<file path="config.mk">
export PLATFORM = sky130hd
export DESIGN_NAME = rc4_encryptor
export DESIGN_NICKNAME = d
export VERILOG_FILES = /design/src/rtl/rc4_encryptor.sv
export SDC_FILE = /design/constraint.sdc
export NUM_CORES = 1
export LEC_CHECK = 0
export ABC_AREA = 0
export BUFFER_PORTS_ARGS = -buffer_cell sky130_fd_sc_hd__buf_2
export CAP_MARGIN = 20
export CORE_MARGIN = 1.5
export CORE_UTILIZATION = 53
export DETAILED_ROUTE_END_ITERATION = 10
export PLACE_DENSITY = 0.77
export SLEW_MARGIN = 20
export SYNTH_ARGS = -nofsm -noshare
export SYNTH_HDL_FRONTEND = slang
export SYNTH_SLANG_ARGS = --single-unit
</file>
<file path="constraint.sdc">
create_clock -name clk -period 3.06 [get_ports clk]
set_clock_uncertainty 0.1 [all_clocks]
set_input_delay 0.153 -clock clk [delete_from_list [all_inputs] [get_ports clk]]
set_output_delay 0.153 -clock clk [all_outputs]
set_load 0.05 [all_outputs]
</file>
<file path="src/rtl/rc4_encryptor.sv">
// RC4 encryptor: fills S (identity), runs the 24-bit-key schedule, then XORs the
// keystream over the plaintext ROM into the ciphertext RAM. One S access per cycle.
module rc4_encryptor #(
  parameter int MSG_LEN   = 32,
  parameter int KEY_BYTES = 3
) (
  input  logic        clk,
  input  logic        reset,
  input  logic        start,
  input  logic        pause,
  input  logic [23:0] key,
  output logic        ready,
  output logic        busy,
  output logic        done,
  output logic [7:0]  s_addr,
  output logic [7:0]  s_wdata,
  output logic        s_wren,
  input  logic [7:0]  s_rdata,
  output logic [7:0]  pt_addr,
  input  logic [7:0]  pt_rdata,
  output logic [7:0]  ct_addr,
  output logic [7:0]  ct_wdata,
  output logic        ct_wren
);

  localparam logic [7:0] LAST_K  = 8'(MSG_LEN - 1);
  localparam logic [7:0] LAST_KB = 8'(KEY_BYTES - 1);

  typedef enum logic [4:0] {
    IDLE, INIT,
    K_RD_I, K_WT_I, K_RD_J, K_WT_J, K_WR_I, K_WR_J,
    P_RD_I, P_WT_I, P_RD_J, P_WT_J, P_WR_I, P_WR_J, P_RD_F, P_WT_F, P_WR_C,
    DONE
  } state_t;

  // Key byte n is taken MSB-first from the latched key.
  function automatic logic [7:0] key_byte(input logic [23:0] k, input logic [7:0] n);
    logic [23:0] sh;
    sh = k << {n, 3'b000};
    return sh[23:16];
  endfunction

  state_t      r_state;
  logic [7:0]  r_i, r_j, r_k, r_kidx, r_si, r_sj;
  logic [23:0] r_key;
  logic        r_ready, r_busy, r_done;
  logic [7:0]  r_s_addr, r_s_wdata, r_pt_addr, r_ct_addr, r_ct_wdata;
  logic        r_s_wren, r_ct_wren;
  logic [7:0]  w_j_ksa, w_j_prga;

  assign w_j_ksa  = r_j + s_rdata + key_byte(r_key, r_kidx);
  assign w_j_prga = r_j + s_rdata;

  always_ff @(posedge clk) begin
    if (reset) begin
      r_state    <= IDLE;
      r_i        <= '0;
      r_j        <= '0;
      r_k        <= '0;
      r_kidx     <= '0;
      r_si       <= '0;
      r_sj       <= '0;
      r_key      <= '0;
      r_ready    <= 1'b1;
      r_busy     <= 1'b0;
      r_done     <= 1'b0;
      r_s_addr   <= '0;
      r_s_wdata  <= '0;
      r_s_wren   <= 1'b0;
      r_pt_addr  <= '0;
      r_ct_addr  <= '0;
      r_ct_wdata <= '0;
      r_ct_wren  <= 1'b0;
    end else if (!pause) begin
      case (r_state)
        IDLE, DONE: begin
          if (start) begin
            r_key     <= key;
            r_done    <= 1'b0;
            r_busy    <= 1'b1;
            r_ready   <= 1'b0;
            r_i       <= '0;
            r_s_addr  <= '0;
            r_s_wdata <= '0;
            r_s_wren  <= 1'b1;
            r_state   <= INIT;
          end
        end
        INIT: begin
          if (r_i == 8'hFF) begin
            r_i      <= '0;
            r_j      <= '0;
            r_kidx   <= '0;
            r_s_addr <= '0;
            r_s_wren <= 1'b0;
            r_state  <= K_RD_I;
          end else begin
            r_i       <= r_i + 8'd1;
            r_s_addr  <= r_i + 8'd1;
            r_s_wdata <= r_i + 8'd1;
          end
        end
        // Key schedule: read s[i], read s[j], then write both halves of the swap.
        K_RD_I: r_state <= K_WT_I;
        K_WT_I: begin
          r_si     <= s_rdata;
          r_j      <= w_j_ksa;
          r_s_addr <= w_j_ksa;
          r_state  <= K_RD_J;
        end
        K_RD_J: r_state <= K_WT_J;
        K_WT_J: begin
          r_sj      <= s_rdata;
          r_s_addr  <= r_i;
          r_s_wdata <= s_rdata;
          r_s_wren  <= 1'b1;
          r_state   <= K_WR_I;
        end
        K_WR_I: begin
          r_s_addr  <= r_j;
          r_s_wdata <= r_si;
          r_state   <= K_WR_J;
        end
        K_WR_J: begin
          r_s_wren <= 1'b0;
          r_kidx   <= (r_kidx == LAST_KB) ? 8'd0 : r_kidx + 8'd1;
          if (r_i == 8'hFF) begin
            r_i      <= 8'd1;
            r_j      <= '0;
            r_k      <= '0;
            r_s_addr <= 8'd1;
            r_state  <= P_RD_I;
          end else begin
            r_i      <= r_i + 8'd1;
            r_s_addr <= r_i + 8'd1;
            r_state  <= K_RD_I;
          end
        end
        // Keystream: swap s[i]/s[j], then fetch s[s[i]+s[j]] alongside pt[k].
        P_RD_I: r_state <= P_WT_I;
        P_WT_I: begin
          r_si     <= s_rdata;
          r_j      <= w_j_prga;
          r_s_addr <= w_j_prga;
          r_state  <= P_RD_J;
        end
        P_RD_J: r_state <= P_WT_J;
        P_WT_J: begin
          r_sj      <= s_rdata;
          r_s_addr  <= r_i;
          r_s_wdata <= s_rdata;
          r_s_wren  <= 1'b1;
          r_state   <= P_WR_I;
        end
        P_WR_I: begin
          r_s_addr  <= r_j;
          r_s_wdata <= r_si;
          r_state   <= P_WR_J;
        end
        P_WR_J: begin
          r_s_wren  <= 1'b0;
          r_s_addr  <= r_si + r_sj;
          r_pt_addr <= r_k;
          r_state   <= P_RD_F;
        end
        P_RD_F: r_state <= P_WT_F;
        P_WT_F: begin
          r_ct_addr  <= r_k;
          r_ct_wdata <= s_rdata ^ pt_rdata;
          r_ct_wren  <= 1'b1;
          r_state    <= P_WR_C;
        end
        P_WR_C: begin
          r_ct_wren <= 1'b0;
          if (r_k == LAST_K) begin
            r_busy  <= 1'b0;
            r_done  <= 1'b1;
            r_state <= DONE;
          end else begin
            r_k      <= r_k + 8'd1;
            r_i      <= r_i + 8'd1;
            r_s_addr <= r_i + 8'd1;
            r_state  <= P_RD_I;
          end
        end
        default: r_state <= IDLE;
      endcase
    end
  end

  assign ready    = r_ready;
  assign busy     = r_busy;
  assign done     = r_done;
  assign s_addr   = r_s_addr;
  assign s_wdata  = r_s_wdata;
  assign s_wren   = r_s_wren & ~pause;
  assign pt_addr  = r_pt_addr;
  assign ct_addr  = r_ct_addr;
  assign ct_wdata = r_ct_wdata;
  assign ct_wren  = r_ct_wren & ~pause;

endmodule

</file>
==> flow_summary.json <==
{
  "synth-edff-count": 0,
  "finalCriticalPeriod_ns": 2.973,
  "synth.top_cell.area_share_pct": 36.55,
  "finalSetupViolCount": 0,
  "ant_nets": 0,
  "design_area_sq_um": 8534,
  "synth_seq_cells": 122,
  "die-area_sq_um": 13290,
  "rows": 40,
  "track_usage_pct": 30.53,
  "drt-wirelength-per-cell_microns": 17.56,
  "cts_buffer_depth": 2,
  "grt_pass1_wl_microns": 31340,
  "synth_area_sq_um": 6683,
  "die_h_microns": 115.3,
  "syn_to_final_growth_pct": 27.71,
  "cp-start-kind": "flip-flop",
  "antenna_found_initial": 0,
  "pin_count": 89,
  "hold-worst-slack_ns": 0.01379,
  "combPwrFrac_pct": 14.7,
  "crit_chain": "ha_4 -> fa_2 -> a211oi_2 -> o21bai_1 -> a21oi_2 -> xnor2_2 -> ha_4 -> nor4_4 -> o2bb2ai_2 -> xnor2_2 -> nor3b_2 -> a211oi_2 -> nor3_1",
  "hpwl_microns": 12810,
  "max_stage_delay_ns": 0.42,
  "hold_depth": 3,
  "place_congestion": 0.9604,
  "relSlewSlack_pct": 47.07,
  "ys_warn_count": 0,
  "power_frac_clock_pct": 47.6,
  "via_per_inst": 5.863,
  "cts_tree": "built",
  "hold_path.class": "primary input to flip-flop",
  "p_leak_nw": 3.526,
  "wl_microns": 19910,
  "slew_violations": 0,
  "path_buf_inv": 0,
  "cts_root_buf": "clkbuf_16",
  "placed_area_sq_um": 7397,
  "grt_max_degree": 66,
  "run_status": "finished, final reports clean",
  "synthFlopType": "dfxtp_1",
  "synthCells": 823,
  "num_antenna_cells": 0,
  "crit_type": "flip-flop to flip-flop",
  "fin_crit_sh_pct": 97.15,
  "vdd_drop_max_mv": 0.4701,
  "multi_input_area_sq_um": 4148,
  "yosys.area.top_type": "dfxtp_1",
  "grt_pass1_vias": 6259,
  "start_util_pct": 54.95,
  "critical-path-top-delay-family": "compound AO/OA/AOI/OAI gates",
  "io_buffers": 88,
  "seqCellArea_sq_um": 2445,
  "r2r_end": "r_j[7]",
  "r2r-start": "r_j[0]",
  "synthTopCellsByArea": "dfxtp_1 (37%), a21oi_1 (6.6%), nand2_1 (6.3%)",
  "setup.worst_path.start": "r_j[0]",
  "vias": 6649,
  "critPathRequiredTime_ns": 3.24,
  "cp_slowest_cell": "fa_2",
  "core_sq_um": 12160,
  "r2r_slack_ns": 0.09,
  "worstHoldEndpoint": "r_si[5]",
  "r2r_cells": 13,
  "power_mw": 4.416,
  "grt_overflow": 0,
  "cts_sinks": 122,
  "clk_pin_slew_worst_paths_ns": 0.06,
  "crit_fanout": 3,
  "drt-initial-drc-count": 690,
  "mappedNetlistNets": 895,
  "avgSynthCellArea_sq_um": 8.120,
  "ys_async_sr_fraction_pct": 0,
  "rsz0062_at_grt": "yes",
  "cts_inserted_buffers": 17,
  "power.switching_mw": 1.154,
  "clock_latency_ns": 0.43,
  "first_pass_iters": 8,
  "postLayoutCoreUtil_pct": 70.17,
  "htreeDepth": 4,
  "finalHoldViolCount": 0,
  "holdCritStartpoint": "s_rdata[5]",
  "final_layout_size_suffix_gt1_share_pct": 20.50,
  "internal-power_mw": 3.262,
  "worstPathArrival_ns": 3.15,
  "power_density_nw_per_um2": 517.4,
  "cap_violations": 0,
  "chipWidth_microns": 115.3,
  "fill_cells": 930,
  "power.share.switching_pct": 26.13,
  "synth_cell_types": 68,
  "crit_path_end_kind": "flip-flop",
  "worst_slew_pin_slew_ns": 0.7887,
  "seqPwrFrac_pct": 37.7,
  "drc": 0,
  "seq_area_frac_synth_pct": 36.55,
  "max_clock_freq_mhz": 336.4,
  "fin_nets": 1027
}
cell families after synthesis:
logic type,Yosys count,synth area share (%)
compound gates,203,19.85
buf+inv,58,3.707
flops,122,36.55
simple gates,326,22.30
xor+xnor,47,6.160
mux,38,5.711
fa+ha+maj,29,5.729
metal layers:
layer	GRT usage, %	part of all wire [%]	up-vias
li1	-	-	3174
met1	38.37	41	3093
met2	49.17	47	307
met3	7.433	7.4	75
met4	14.98	3.8	0
met5	0	0	-
power by group through the flow:
stage,clock [mW],combinational [mW],sequential [mW]
after floorplan,0,0.350,1.72
after global placement,0,0.541,1.69
after detailed placement,0,0.542,1.70
after CTS,2.12,0.581,1.66
after global routing,2.19,0.699,1.67
final,2.10,0.647,1.67
tightest hold or removal path, delay by kind of cell:
family	cells	cell delay (ns)
multiplexers	1	0.09
AND/OR/NAND/NOR	1	0.08
buffers and inverters	1	0.18
layout by cell type, fill, tap and decap left out, drive strengths merged, types with 4 or more instances in the layout:
cell / instances
buf: 123
dfxtp: 122
nand2: 114
nor2: 110
a21oi: 89
mux2i: 37
dlygate4sd3: 35
xnor2: 33
ha: 25
o21ai: 22
nor3: 20
clkbuf: 18
nand3: 17
a211oi: 17
xor2: 14
inv: 13
a21o: 12
nor2b: 11
nand4: 11
a22oi: 11
and3: 10
a222oi: 9
or2: 9
nand2b: 7
o21a: 6
and2: 5
clkinv: 5
a211o: 4
a221oi: 4
bufinv: 4
a31oi: 4
nor4: 4
layout make-up:
type	instances	area share [%]
multi-input cells	643	48.60
clock inverters	12	2.052
clock buffers	18	5.146
inverters	13	0.5718
flip-flops and latches	122	28.65
well taps	168	2.463
repair buffers	158	12.52
worst max path at each step:
stage | slack (ns) | cells after the start | endpoint
floorplan | 0.20 | 13 | r_j[7]
global placement | 0.03 | 13 | r_j[7]
detailed placement | 0.007 | 13 | r_j[7]
CTS | 0.05 | 13 | r_j[7]
global route | -0.07 | 13 | s_addr[7]
finish | 0.09 | 13 | r_j[7]
cell usage after synthesis, types with 14 or more instances:
cell and count:
xnor2_1 33, a211oi_1 16, o21ai_0 20, nand3_1 17, nor2_1 110, buf_2 15, nor3_1 17, mux2i_1 37
dfxtp_1 122, a21oi_1 88, xor2_1 14, ha_1 25, nand2_1 112, clkbuf_1 26
repair_timing:
item / CTS / global route
setup endpoints to repair: 1 / 7
gates cloned: 0 / 0
pin swaps: 1 / 21
hold endpoints to repair: 37 / 0
resized for setup: 1 / 32
setup buffers: 0 / 2
hold buffers: 35 / 0
per-stage QoR:
| step | TNS [ns] | setup WS, ns | cells |
|---|---|---|---|
| 3_3_place_gp | 0 | 0.03373 | 1067 |
| 2_1_floorplan | 0 | 0.2020 | 823 |
| 5_1_grt | -0.1527 | -0.06826 | 1134 |
| 3_5_place_dp | 0 | 0.006642 | 1067 |
| 4_1_cts | 0 | 0.05421 | 1132 |
| 6_report | 0 | 0.08731 | 1134 |
state kept, by name, summed over array words and instances (netlist names):
register   cells
r_state        5
r_ct_wren      1
s_addr         8
r_j            8
pt_addr        8
ct_addr        8
r_k            8
r_sj           8
ct_wdata       8
r_i            8
r_si           8
busy           1
r_s_wren       1
s_wdata        8
r_kidx         8
ready          1
done           1
r_key         24
(Power assumes the default switching activity.)
